**config.mk**
```make
export PLATFORM = sky130hd
export DESIGN_NAME = data_mem_arbiter
export DESIGN_NICKNAME = d
export VERILOG_FILES = /design/src/rtl/data_mem_arbiter_pkg.sv /design/src/rtl/data_mem_arbiter_starve_counter.sv /design/src/rtl/data_mem_arbiter.sv
export SDC_FILE = /design/constraint.sdc
export NUM_CORES = 1
export LEC_CHECK = 0
export BUFFER_PORTS_ARGS = -buffer_cell sky130_fd_sc_hd__buf_4
export CAP_MARGIN = 40
export CORE_AREA = 2 2 107 109
export DETAILED_ROUTE_END_ITERATION = 10
export DIE_AREA = 0 0 109 111
export PLACE_DENSITY_LB_ADDON = 0.05
export SLEW_MARGIN = 30
export SYNTH_ARGS = -nofsm -noshare
export SYNTH_HDL_FRONTEND = slang
export SYNTH_SLANG_ARGS = --single-unit
export TNS_END_PERCENT = 5
```
**constraint.sdc**
```tcl
create_clock -name clk -period 2.8 [get_ports clk]
set_clock_uncertainty 0.05 [all_clocks]
set_input_delay 0.14 -clock clk [delete_from_list [all_inputs] [get_ports clk]]
set_output_delay 0.14 -clock clk [all_outputs]
set_load 0.01 [all_outputs]
```
**src/rtl/data_mem_arbiter_pkg.sv**
```systemverilog
// Shared types for the data memory arbiter: FSM states and access owner.
package data_mem_arbiter_pkg;

  typedef enum logic [1:0] {
    IDLE   = 2'd0,
    CPU_RD = 2'd1,
    EXT_RD = 2'd2
  } state_t;

  typedef enum logic {
    OWN_CPU = 1'b0,
    OWN_EXT = 1'b1
  } owner_t;

  // Read-return state for the port that owns an issued read.
  function automatic state_t rd_state(input owner_t own);
    return (own == OWN_EXT) ? EXT_RD : CPU_RD;
  endfunction

endpackage

```
**src/rtl/data_mem_arbiter_starve_counter.sv**
```systemverilog
// Saturating count of back-to-back CPU issues while the external port waits.
module starve_counter #(
  parameter int MAX = 4,
  localparam int CW = (MAX > 0) ? $clog2(MAX + 1) : 1
) (
  input  logic clk,
  input  logic rst,
  input  logic inc,
  input  logic clr,
  output logic sat
);

  localparam logic [CW-1:0] MAX_V = CW'(MAX);

  logic [CW-1:0] cnt_q;
  logic [CW-1:0] cnt_d;

  // Next count: clear wins over increment, increment stops at MAX.
  always_comb begin
    cnt_d = cnt_q;
    if (clr) begin
      cnt_d = '0;
    end else if (inc && (cnt_q != MAX_V)) begin
      cnt_d = cnt_q + CW'(1);
    end else begin
      cnt_d = cnt_q;
    end
  end

  // Count register with synchronous active-low reset.
  always_ff @(posedge clk) begin
    if (!rst) begin
      cnt_q <= '0;
    end else begin
      cnt_q <= cnt_d;
    end
  end

  assign sat = (cnt_q == MAX_V);

endmodule

```
**src/rtl/data_mem_arbiter.sv**
```systemverilog
// Two-port arbiter (CPU / external loader) in front of a single synchronous-read
// data memory. CPU has priority unless the external port has been starved.
module data_mem_arbiter
  import data_mem_arbiter_pkg::*;
#(
  parameter int ADDR_W     = 10,
  parameter int STARVE_MAX = 4
) (
  input  logic              clk,
  input  logic              rst,
  input  logic              cpu_req,
  input  logic              cpu_we,
  input  logic [31:0]       cpu_addr,
  input  logic [31:0]       cpu_wdata,
  output logic              cpu_stall,
  output logic              cpu_rvalid,
  output logic [31:0]       cpu_rdata,
  input  logic              ext_req,
  input  logic              ext_we,
  input  logic [31:0]       ext_addr,
  input  logic [31:0]       ext_wdata,
  output logic              ext_gnt,
  output logic              ext_rvalid,
  output logic [31:0]       ext_rdata,
  output logic              mem_en,
  output logic              mem_we,
  output logic [ADDR_W-1:0] mem_addr,
  output logic [31:0]       mem_wdata,
  input  logic [31:0]       mem_rdata
);

  state_t              state_q, state_d;
  logic [31:0]         cpu_hold_q, cpu_hold_d;
  logic [31:0]         ext_hold_q, ext_hold_d;
  owner_t              owner;
  logic                issue;
  logic                win_we;
  logic [ADDR_W-1:0]   win_addr;
  logic [31:0]         win_wdata;
  logic                sat;
  logic                cnt_inc;
  logic                cnt_clr;
  logic                cpu_wr_issue;
  logic                unused_addr_hi;

  assign unused_addr_hi = ^{cpu_addr[31:ADDR_W], ext_addr[31:ADDR_W]};

  starve_counter #(.MAX(STARVE_MAX)) u_starve (
    .clk (clk),
    .rst (rst),
    .inc (cnt_inc),
    .clr (cnt_clr),
    .sat (sat)
  );

  // Arbitration, combinational issue, and read-return muxing.
  always_comb begin
    state_d    = state_q;
    cpu_hold_d = cpu_hold_q;
    ext_hold_d = ext_hold_q;
    owner      = OWN_CPU;
    issue      = 1'b0;
    win_we     = 1'b0;
    win_addr   = '0;
    win_wdata  = 32'd0;
    cpu_rvalid = 1'b0;
    ext_rvalid = 1'b0;
    cpu_rdata  = cpu_hold_q;
    ext_rdata  = ext_hold_q;
    if (!rst) begin
      // Outputs are forced quiet while reset is asserted.
      state_d   = IDLE;
      cpu_rdata = 32'd0;
      ext_rdata = 32'd0;
    end else begin
      case (state_q)
        IDLE: begin
          if (cpu_req || ext_req) begin
            issue     = 1'b1;
            owner     = (ext_req && (!cpu_req || sat)) ? OWN_EXT : OWN_CPU;
            win_we    = (owner == OWN_EXT) ? ext_we : cpu_we;
            win_addr  = (owner == OWN_EXT) ? ext_addr[ADDR_W-1:0] : cpu_addr[ADDR_W-1:0];
            win_wdata = (owner == OWN_EXT) ? ext_wdata : cpu_wdata;
            if (win_we) begin
              state_d = IDLE;
            end else begin
              state_d = rd_state(owner);
            end
          end else begin
            state_d = IDLE;
          end
        end
        CPU_RD: begin
          cpu_rvalid = 1'b1;
          cpu_rdata  = mem_rdata;
          cpu_hold_d = mem_rdata;
          state_d    = IDLE;
        end
        EXT_RD: begin
          ext_rvalid = 1'b1;
          ext_rdata  = mem_rdata;
          ext_hold_d = mem_rdata;
          state_d    = IDLE;
        end
        default: begin
          state_d = IDLE;
        end
      endcase
    end
  end

  assign mem_en       = issue;
  assign mem_we       = issue & win_we;
  assign mem_addr     = win_addr;
  assign mem_wdata    = win_wdata;
  assign ext_gnt      = issue & (owner == OWN_EXT);
  assign cpu_wr_issue = issue & (owner == OWN_CPU) & win_we;
  assign cpu_stall    = cpu_req & ~cpu_wr_issue & ~cpu_rvalid;
  assign cnt_inc      = issue & (owner == OWN_CPU) & ext_req;
  assign cnt_clr      = ext_gnt | ~ext_req;

  // State and read-hold registers with synchronous active-low reset.
  always_ff @(posedge clk) begin
    if (!rst) begin
      state_q    <= IDLE;
      cpu_hold_q <= 32'd0;
      ext_hold_q <= 32'd0;
    end else begin
      state_q    <= state_d;
      cpu_hold_q <= cpu_hold_d;
      ext_hold_q <= ext_hold_d;
    end
  end

endmodule

```
Word level (Yosys, flattened, before mapping):

Cells that the tools add are included.

* register bits after elaboration: 69
* latch bits: 0
* bits in writable memories: 0
* memory bits (read-only): 0
* word-level logic and storage cells: 60
* memories: 0

* add/subtract/negate cells: 1
* multiply operators: 0
* divide/modulo/power cells: 0
* $lt $le $gt $ge: 0
* equal/unequal tests: 4
* shifts and indexed selects: 0
* mux-type cells: 28
* bitwise logic cells: 15
* reduce and logical (&&, ||, !) cells: 8

Operator list (number)
* $mux 32: 8
* $mux 10: 4
* $mux 1: 15
* $and 1x1->1: 7
* $not 1->1: 7
* $reduce_or 4->1: 1
* $add 3x1->3 const B: 1
* $eq 3x3->1 const B: 1
* $ne 3x3->1 const B: 1
* $eq 2x1->1 const B: 1
* $eq 2x2->1 const B: 1
* $logic_and 1x1->1: 2
* $logic_not 2->1: 1
* $logic_or 1x1->1: 2
* $mux 2: 1
* $reduce_or 2->1: 1
* $logic_not 1->1: 1
* $or 1x1->1: 1

Depth between registers and ports, before layout:

Gate-level depths: netlist (run 1).

* depth after elaboration: 13
* depth in mapped cells: 7
* mapped depth without buffers: 5

By module:

Synthesis (run 1) repeated with hierarchy kept, for this count alone.

* cell total of the unflattened synthesis: 471
* area, all modules: 3582.2 um2

Modules (own cells, without submodules)
* data_mem_arbiter: times used 1, cells an instance 453, area each 3394.5 um2, sequential area each 1321.3 um2
* starve_counter: times used 1, cells an instance 18, area each 187.7 um2, sequential area each 60.1 um2

Least setup slack after synthesis (run 1):

No wires, ideal clock.

* kind: register to output
* start: reg u_starve.cnt_q[0]
* end: out mem_wdata[10]
* data arrival time: 1.437 ns
* path slack: 1.173 ns
* cell stages (with the launch flop): 8
* cells stage by stage: dfxtp_1 inv_1 ha_1 a21bo_1 buf_2 buf_1 nand3_1 a21oi_1

* longest elaborated chain between the ends: 8

RTL lines
* start: declaration: line data_mem_arbiter_starve_counter.sv:15 `logic [CW-1:0] cnt_q;`
* start signal: assignment: line data_mem_arbiter_starve_counter.sv:35 `cnt_q <= cnt_d;`
* $eq 3x3->1: line data_mem_arbiter_starve_counter.sv:39 `assign sat = (cnt_q == MAX_V);`
* $logic_or 1x1->1: line data_mem_arbiter.sv:80 `owner = (ext_req && (!cpu_req || sat)) ? OWN_EXT : OWN_CPU;`
* $logic_and 1x1->1: line data_mem_arbiter.sv:80
* $mux 1: line data_mem_arbiter.sv:80
* $mux 32: line data_mem_arbiter.sv:83 `win_wdata = (owner == OWN_EXT) ? ext_wdata : cpu_wdata;`
* $mux 32: line data_mem_arbiter.sv:78 `if (cpu_req || ext_req) begin`
* $mux 32: line data_mem_arbiter.sv:76 `case (state_q)`
* $mux 32: line data_mem_arbiter.sv:70 `if (!rst) begin`
* end: declaration: line data_mem_arbiter.sv:28 `output logic [31:0] mem_wdata,`

Every way passes these cells.

Final worst setup path (run 1):

* start: reg u_starve.cnt_q[0]
* end: out mem_wdata[8]

The elaborated chain is that of the path after synthesis.

==> results.cfg, run 1 <==
[worst_setup_path]
endpoint_kind = output pin
reg2regPathDepth = 6
worstPathArrival_ns = 2.15
critPathMaxStageDelay_ns = 0.39
path_common_cell = buf_4
critPathMaxFanout = 20
crit_family = compound AO/OA/AOI/OAI gates
r2r-start = u_starve.cnt_q[0]$_SDFFE_PP0P_
reg2reg_to = u_starve.cnt_q[1]$_SDFFE_PP0P_
slowest_stage = a21boi_2
cp-start-kind = register
cp_num_buf_inv = 3
cp_data_required_time_ns = 2.61
r2r_slack_ns = 1.10
path_class = register to output pin
path_cells = inv_1 > ha_1 > a21boi_2 > buf_4 > o21ai_0 > a21oi_1 > buf_4

[die]
die_w_um = 109
core_area_mm2 = 0.0111
fp.dieH_um = 111
die-area_mm2 = 0.0121
ios = 278
placementRows = 39
start_util_pct = 29.3

[place]
hpwlAfterDp_um = 9240
dp_slack_ns = 0.570
routabilityCongestion = 0.751
numPortBuffers = 233

[synth]
synth_edf_count = 0
yosysTopAreaCellShare_pct = 42.5
yosys-top-cells-area = dfxtp_1, a21oi_1, nand2_1
ys.flop_type = dfxtp_1
synth_seq_cells = 69
ys_seq_area_share_pct = 42.5
synth.most_common_cell = nand2_1
yosys.cell_types.count = 24
ys_async_sr_fraction_pct = 0
netlist_instances = 472
syn-num-nets = 640
yosysWarnings = 0
syn_avg_cell_area_um2 = 6.89
synthTopCellsByCount = nand2_1, a21oi_1, dfxtp_1, nand3_1, o21ai_0
syn_area_mm2 = 0.00325
yosys.area.top_type = dfxtp_1

[clock_tree]
cts.reportedPaths.clkPinSlew_ns = 0.06
numCtsBuffers = 9
cts_tree = built
ctsHoldBuffers = 2
h-tree-depth = 3
cts_root_buf = clkbuf_16
cts_setup_buffers = 0
clk_latency_ns = 0.32
cts.sinks = 69
cts_max_path_buffers = 2
post_cts_resized = 0

[global_routing]
track_usage_pct = 20.7
grt_pass1_vias = 3838
grt_overflow = 0
grt_start_max_net_pins = 52
grt_pass1_wl_um = 19800
antenna_found_initial = 0

[detailed_routing]
vias = 4011
wl_um = 12900
drc = 0
wl_per_cell_um = 15.5
via_per_inst = 4.81
drt-initial-drc-count = 226
first_pass_iters = 4
detail-route-antenna-nets = 0

[sta]
finalCritPeriodShare_pct = 83.6
slew_viol_final = 0
slew_headroom_pct = 52.9
min_period_ns = 2.34
rsz0062_at_grt = no
finalHoldViolCount = 0
fmax_mhz = 427
postLayoutSetupSlackWorst_ns = 0.461
tightestPinTransition_ns = 0.703
setup-tns-final_ns = 0
setup_viol = 0

[run_status]
status = finished clean

[power]
ir_drop_uv = 327
p_per_area_mw_per_mm2 = 488
power.leakage_nw = 2.38

[min_path]
min_to = ext_hold_q[18]$_DFF_P_
hold_path.class = primary input to register
worstHoldStart = mem_rdata[18]
hold_path_depth = 3

[final_layout]
fillCellCount = 1123
drive_gt1_share_pct = 38.9
areaGrowthSynthToFinish_pct = 68.4
nNetsFinal = 854
diodes = 0

[flow_run]
max_cap_violations = 0
-- through the flow --
stage	cell area, um2	hold slack [ns]	instances	power (W)	utilization (%)
floorplan	3250	0.166	472	0.00124	-
global placement	5140	0.272	815	0.00153	46.4
finish	5470	0.0401	834	0.00267	49.4
detailed placement	5140	0.278	815	0.00154	46.4
CTS	5460	0.0255	833	0.00271	49.3
global route	5470	0.0385	834	0.00279	49.4
-- worst reg2reg max path, delay by kind of cell, from the launching register on --
family                   cells  cell delay (ns)
AO/OA/AOI/OAI                2             0.53
buffers and inverters        2             0.33
flip-flops                   1             0.37
AND/OR/NAND/NOR              1             0.11
adder cells (fa/ha/maj)      1             0.25
-- sequential cells by signal (all words and copies together) (netlist names) --
register,flops
u_starve.cnt_q,3
ext_hold_q,32
cpu_hold_q,32
state_q,2
-- where the power goes --
part | switching, W | internal [W] | leakage [nW] | total [W]
Combinational | 0.000249 | 0.000256 | 1.68 | 0.000505
Clock | 0.000433 | 0.000716 | 0.142 | 0.00115
Sequential | 0.00000825 | 0.00101 | 0.559 | 0.00102
Total | 0.000689 | 0.00198 | 2.38 | 0.00267
-- layout make-up --
cell class	instances	area (um2)	share of cell area (%)
repair buffers	249	1920	35.1
multi-input cells	352	1670	30.6
flip-flops and latches	69	1380	25.2
clock buffers	11	243	4.43
well taps	143	179	3.27
clock inverters	5	58.8	1.07
inverters	5	18.8	0.343
-- worst max path at each step --
stage | from | endpoint | slack [ns] | depth (start not counted)
6_report | u_starve.cnt_q[0]$_SDFFE_PP0P_ | mem_wdata[8] | 0.46 | 7
5_1_grt | u_starve.cnt_q[0]$_SDFFE_PP0P_ | mem_wdata[30] | 0.32 | 7
4_1_cts | u_starve.cnt_q[0]$_SDFFE_PP0P_ | mem_wdata[30] | 0.20 | 7
3_5_place_dp | u_starve.cnt_q[0]$_SDFFE_PP0P_ | mem_wdata[30] | 0.57 | 7
3_3_place_gp | u_starve.cnt_q[0]$_SDFFE_PP0P_ | mem_addr[3] | 0.60 | 7
2_1_floorplan | u_starve.cnt_q[0]$_SDFFE_PP0P_ | mem_wdata[10] | 1.17 | 7
-- cell usage in the layout (no fill, tap or decap) --
| cell | n |
|---|---|
| a21bo_1 | 1 |
| a21boi_2 | 1 |
| a21oi_1 | 107 |
| and3b_1 | 1 |
| buf_12 | 3 |
| buf_4 | 243 |
| buf_8 | 1 |
| bufinv_16 | 1 |
| clkbuf_1 | 1 |
| clkbuf_16 | 9 |
| clkbuf_8 | 1 |
| clkinv_2 | 1 |
| clkinvlp_4 | 2 |
| dfxtp_1 | 69 |
| dlygate4sd3_1 | 2 |
| ha_1 | 2 |
| inv_1 | 4 |
| inv_2 | 1 |
| inv_6 | 1 |
| nand2_1 | 132 |
| nand2b_1 | 2 |
| nand3_1 | 43 |
| nand4_1 | 4 |
| nor2_1 | 3 |
| nor2b_2 | 2 |
| nor3_1 | 1 |
| nor3b_1 | 2 |
| nor3b_2 | 1 |
| o2111ai_1 | 1 |
| o21ai_0 | 39 |
| o21ai_1 | 6 |
| o21ai_4 | 1 |
| or3_1 | 2 |
| or3b_4 | 1 |
-- logic make-up after synthesis --
family | Yosys count | share of synthesized area, %
AO/OA/AOI/OAI | 156 | 24.5
adder cells (fa/ha/maj) | 2 | 0.770
buffers and inverters | 51 | 6.50
flip-flops | 69 | 42.5
AND/OR/NAND/NOR | 194 | 25.8
-- routing by layer --
metal	up-vias	global-route usage, %	wire [um]
met4	0	4.70	106
met5	-	0	0
met2	170	34.8	6190
met1	1816	25.0	5250
met3	7	7.70	1350
li1	2018	-	-
Power figures use the tool's default switching activity.
==> run 2: changes to the inputs <==
--- a/config.mk
+++ b/config.mk
@@ -7,9 +7,9 @@
 export LEC_CHECK = 0
 export BUFFER_PORTS_ARGS = -buffer_cell sky130_fd_sc_hd__buf_4
 export CAP_MARGIN = 40
-export CORE_AREA = 2 2 107 109
+export CORE_AREA = 2 2 109 111
 export DETAILED_ROUTE_END_ITERATION = 10
-export DIE_AREA = 0 0 109 111
+export DIE_AREA = 0 0 111 113
 export PLACE_DENSITY_LB_ADDON = 0.05
 export SLEW_MARGIN = 30
 export SYNTH_ARGS = -nofsm -noshare
==> constraint.sdc (replaced) <==
create_clock -name clk -period 2 [get_ports clk]
set_clock_uncertainty 0.05 [all_clocks]
set_input_delay 0.1 -clock clk [delete_from_list [all_inputs] [get_ports clk]]
set_output_delay 0.1 -clock clk [all_outputs]
set_load 0.01 [all_outputs]
==> results.cfg, run 2 (synthesis gave the netlist of run 1 again) <==
[worst_setup_path]
endpoint_kind = output pin
cp_data_required_time_ns = 1.85
worstPathArrival_ns = 1.77
critPathMaxFanout = 24
critPathMaxStageDelay_ns = 0.33
cp_num_buf_inv = 3
cp-start-kind = register
crit_family = buffers and inverters
path_class = register to output pin
path_cells = inv_1 > ha_4 > a21bo_4 > buf_12 > nand3_1 > a21oi_1 > buf_4
slowest_stage = dfxtp_2

[die]
fp.dieH_um = 113
die_w_um = 111
placementRows = 39
core_area_mm2 = 0.0113
die-area_mm2 = 0.0125
start_util_pct = 28.8
ios = 278

[flow_run]
max_cap_violations = 0

[sta]
tightestPinTransition_ns = 0.547
postLayoutSetupSlackWorst_ns = 0.0807
setup_viol = 0
slew_viol_final = 0
hold_ws_ns = 0.00801
slew_headroom_pct = 63.4
finalHoldViolCount = 0
rsz0062_at_grt = yes
min_period_ns = 1.92
fmax_mhz = 521
finalCritPeriodShare_pct = 96.0

[clock_tree]
cts.reportedPaths.clkPinSlew_ns = 0.05
cts_max_path_buffers = 2
cts_root_buf = clkbuf_16
cts.sinks = 69
numCtsBuffers = 9
clk_latency_ns = 0.32
cts_tree = built
h-tree-depth = 3

[detailed_routing]
detail-route-antenna-nets = 0
drc = 0
wl_per_cell_um = 15.4
wl_um = 13100
drt-initial-drc-count = 257
vias = 4131
first_pass_iters = 4
via_per_inst = 4.86

[power]
p_sw_share_pct = 24.1
ir_drop_uv = 424
p_int_w = 0.00302
p_per_area_mw_per_mm2 = 693
seqPwrFrac_pct = 35.8
p_switching_w = 0.000959
clock_power_share_pct = 45.3
p_comb_share_pct = 18.9
power.leakage_nw = 2.50
finalPower_w = 0.00398

[final_layout]
diodes = 0
reg_top3 = cpu_hold_q x32, ext_hold_q x32, u_starve.cnt_q x3
final_cell_mix = buf_4, nand2_1, a21oi_1
nNetsFinal = 871
fin_util_pct = 50.9
drive_gt1_share_pct = 39.5
areaGrowthSynthToFinish_pct = 76.5
layout_commonest_cell = buf_4

[global_routing]
grt_overflow = 0
antenna_found_initial = 0
grt_pass1_vias = 4217
grt_pass1_wl_um = 20900
grt_start_max_net_pins = 44
track_usage_pct = 20.4

[place]
hpwlAfterDp_um = 9280
routabilityCongestion = 0.803
numPortBuffers = 233
dp_slack_ns = 0.284

[run_status]
status = finished clean

[min_path]
hold_path.class = primary input to register
[run 2: per-layer routing]
layer / routed length, um / vias up / part of all wire (%) / track usage (%)
met5: 0 / - / 0 / 0
met4: 257 / 0 / 2.0 / 6.42
met3: 982 / 19 / 7.5 / 5.52
met2: 6420 / 171 / 49 / 36.3
met1: 5460 / 1883 / 42 / 24.1
li1: - / 2058 / - / -
[run 2: metrics by stage]
step / TNS, ns / cells / cell area [um2]
4_1_cts: 0 / 851 / 5740
5_1_grt: -0.0499 / 850 / 5740
3_3_place_gp: 0 / 821 / 5210
3_5_place_dp: 0 / 821 / 5210
2_1_floorplan: 0 / 472 / 3250
6_report: 0 / 850 / 5740
[run 2: power by group through the flow]
stage / clock network (W) / registers (W) / logic (W)
2_1_floorplan: 0 / 0.00145 / 0.000289
3_3_place_gp: 0 / 0.00145 / 0.000712
3_5_place_dp: 0 / 0.00145 / 0.000722
4_1_cts: 0.00184 / 0.00142 / 0.000763
5_1_grt: 0.00192 / 0.00143 / 0.000819
6_report: 0.00180 / 0.00142 / 0.000752
[run 2: worst paths after layout]
| check | slack (ns) | startpoint | to | cells after the start |
|---|---|---|---|---|
| worst min register to register | 0.41 | ext_hold_q[29]$_DFF_P_ | ext_hold_q[29]$_DFF_P_ | 2 |
| worst min-delay path | 0.008 | mem_rdata[15] | ext_hold_q[15]$_DFF_P_ | 3 |
| worst max-delay path | 0.08 | u_starve.cnt_q[0]$_SDFFE_PP0P_ | mem_wdata[5] | 7 |
| worst max register to register | 0.55 | u_starve.cnt_q[0]$_SDFFE_PP0P_ | u_starve.cnt_q[0]$_SDFFE_PP0P_ | 5 |
[run 2: cell type report]
| type | instances | area [um2] |
|---|---|---|
| clock inverter | 6 | 111 |
| fill | 1135 | 5540 |
| tap | 143 | 179 |
| multi-input combinational | 352 | 1710 |
| clock buffer | 9 | 225 |
| sequential | 69 | 1380 |
| timing repair buffer | 266 | 2110 |
| inverter | 5 | 18.8 |
[run 2: tightest hold or removal path: cells and delay by family]
kind / cells / cell delay [ns]
simple gates: 1 / 0.05
buf+inv: 1 / 0.11
compound gates: 1 / 0.06
[run 2: timing repair]
| item | 4_1_cts | 5_1_grt |
|---|---|---|
| setup buffers | 1 | 0 |
| hold buffers | 13 | 0 |
| hold endpoints to repair | 14 | 0 |
| cloned | 1 | 0 |
| gates resized for setup | 5 | 6 |
| pin swaps | 1 | 5 |
| setup endpoints to repair | 19 | 57 |
==> run 3: changes to the inputs <==
==> constraint.sdc (replaced) <==
create_clock -name clk -period 2 [get_ports clk]
set_clock_uncertainty 0.05 [all_clocks]
set_input_delay 0.1 -clock clk [delete_from_list [all_inputs] [get_ports clk]]
set_output_delay 0.1 -clock clk [all_outputs]
set_load 0.02 [all_outputs]
==> results.cfg, run 3 (synthesis gave the netlist of run 1 again) <==
[final_layout]
multi_input_area_mm2 = 0.00172
diodes = 0
ff_latch_area_mm2 = 0.00139
final_cell_mix = buf_4, nand2_1, a21oi_1
reg_top3 = cpu_hold_q x32, ext_hold_q x32, u_starve.cnt_q x3
drive_gt1_share_pct = 40.4
fillCellCount = 1137
nNetsFinal = 885
layout_commonest_cell = buf_4
areaGrowthSynthToFinish_pct = 80.7
final_cell_area_mm2 = 0.00587

[die]
fp.dieH_um = 113
placementRows = 39
core_area_mm2 = 0.0113
ios = 278
start_util_pct = 28.8
die-area_mm2 = 0.0125
die_w_um = 111

[place]
dp_slack_ns = 0.319
numPortBuffers = 233
hpwlAfterDp_um = 9220
routabilityCongestion = 0.797
placed_area_mm2 = 0.00519

[detailed_routing]
drc = 0
via_per_inst = 4.83
vias = 4180
detail-route-antenna-nets = 0
drt-initial-drc-count = 266
wl_um = 13100
first_pass_iters = 4
wl_per_cell_um = 15.1

[clock_tree]
cts_tree = built
cts_max_path_buffers = 2
clk_latency_ns = 0.32
cts_root_buf = clkbuf_16
cts.sinks = 69
cts.reportedPaths.clkPinSlew_ns = 0.06
h-tree-depth = 3
numCtsBuffers = 9

[global_routing]
grt_overflow = 0
grt_start_max_net_pins = 36
grt_pass1_wl_um = 20400
track_usage_pct = 20.1
antenna_found_initial = 0
grt_pass1_vias = 4028

[power]
p_per_area_mw_per_mm2 = 663
ir_drop_uv = 556
power.leakage_nw = 2.56

[worst_setup_path]
cp_data_required_time_ns = 1.85
path_class = register to output pin
endpoint_kind = output pin
r2r-start = u_starve.cnt_q[1]$_SDFFE_PP0P_
crit_start = state_q[0]$_SDFF_PP0_
worstPathArrival_ns = 1.75
cp-start-kind = register
critPathMaxFanout = 32

[sta]
fmax_mhz = 525
min_period_ns = 1.90
setup_viol = 0
slew_viol_final = 0
hold_ws_ns = 0.00743
finalHoldViolCount = 0
tightestPinTransition_ns = 0.375
postLayoutSetupSlackWorst_ns = 0.0952
setup-tns-final_ns = 0
rsz0062_at_grt = yes
finalCritPeriodShare_pct = 95.2
slew_headroom_pct = 75.0

[run_status]
status = finished clean

[flow_run]
max_cap_violations = 0

[min_path]
hold_path.class = primary input to register
worstHoldStart = mem_rdata[24]
run 3: path summary, 6_finish.rpt:
path                                                       end  slack, ns  cells past startpoint
worst max-delay path                              mem_wdata[6]        0.1                      5
worst min-delay path                    ext_hold_q[24]$_DFF_P_      0.007                      3
worst max register to register  u_starve.cnt_q[0]$_SDFFE_PP0P_       0.41                      6
worst min register to register          ext_hold_q[28]$_DFF_P_       0.41                      2
run 3: layout make-up:
cell class / count / area share (%)
Multi-Input combinational cell: 352 / 29.2
Inverter: 5 / 0.320
Clock buffer: 10 / 4.07
Clock inverter: 6 / 1.19
Sequential cell: 69 / 23.6
Tap cell: 143 / 3.05
Timing Repair Buffer: 280 / 38.6
run 3: where the power goes:
group          switching [W]  internal, W
logic               0.000436     0.000416
registers          0.0000122      0.00141
clock network       0.000614      0.00101
run 3: per-stage QoR:
step / power [W] / util [%] / std cells
after floorplan: 0.00181 / - / 472
after global placement: 0.00223 / 46.0 / 822
after CTS: 0.00393 / 51.4 / 862
after detailed placement: 0.00224 / 46.0 / 822
after global routing: 0.00409 / 52.1 / 865
final: 0.00390 / 52.1 / 865
run 3: repair_timing:
action	in CTS	in global routing
hold buffers	19	0
cloned	4	1
pin swaps	3	14
buffers inserted	1	2
hold endpoints to repair	25	0
setup endpoints to repair	22	63
gates resized for setup	17	13
run 3: worst max-delay path, cell delays in order (launching register included):
cell     delay, ns
dfxtp_2       0.37
nor3b_2       0.34
o21ai_4       0.09
buf_4         0.25
a21oi_1       0.19
buf_4         0.17
run 3: layer usage:
layer	GRT usage (%)	vias up	part of all wire [%]
li1	-	2088	-
met1	24.1	1910	42
met2	35.0	168	49
met3	6.27	14	6.9
met4	5.17	0	1.6
met5	0	-	0
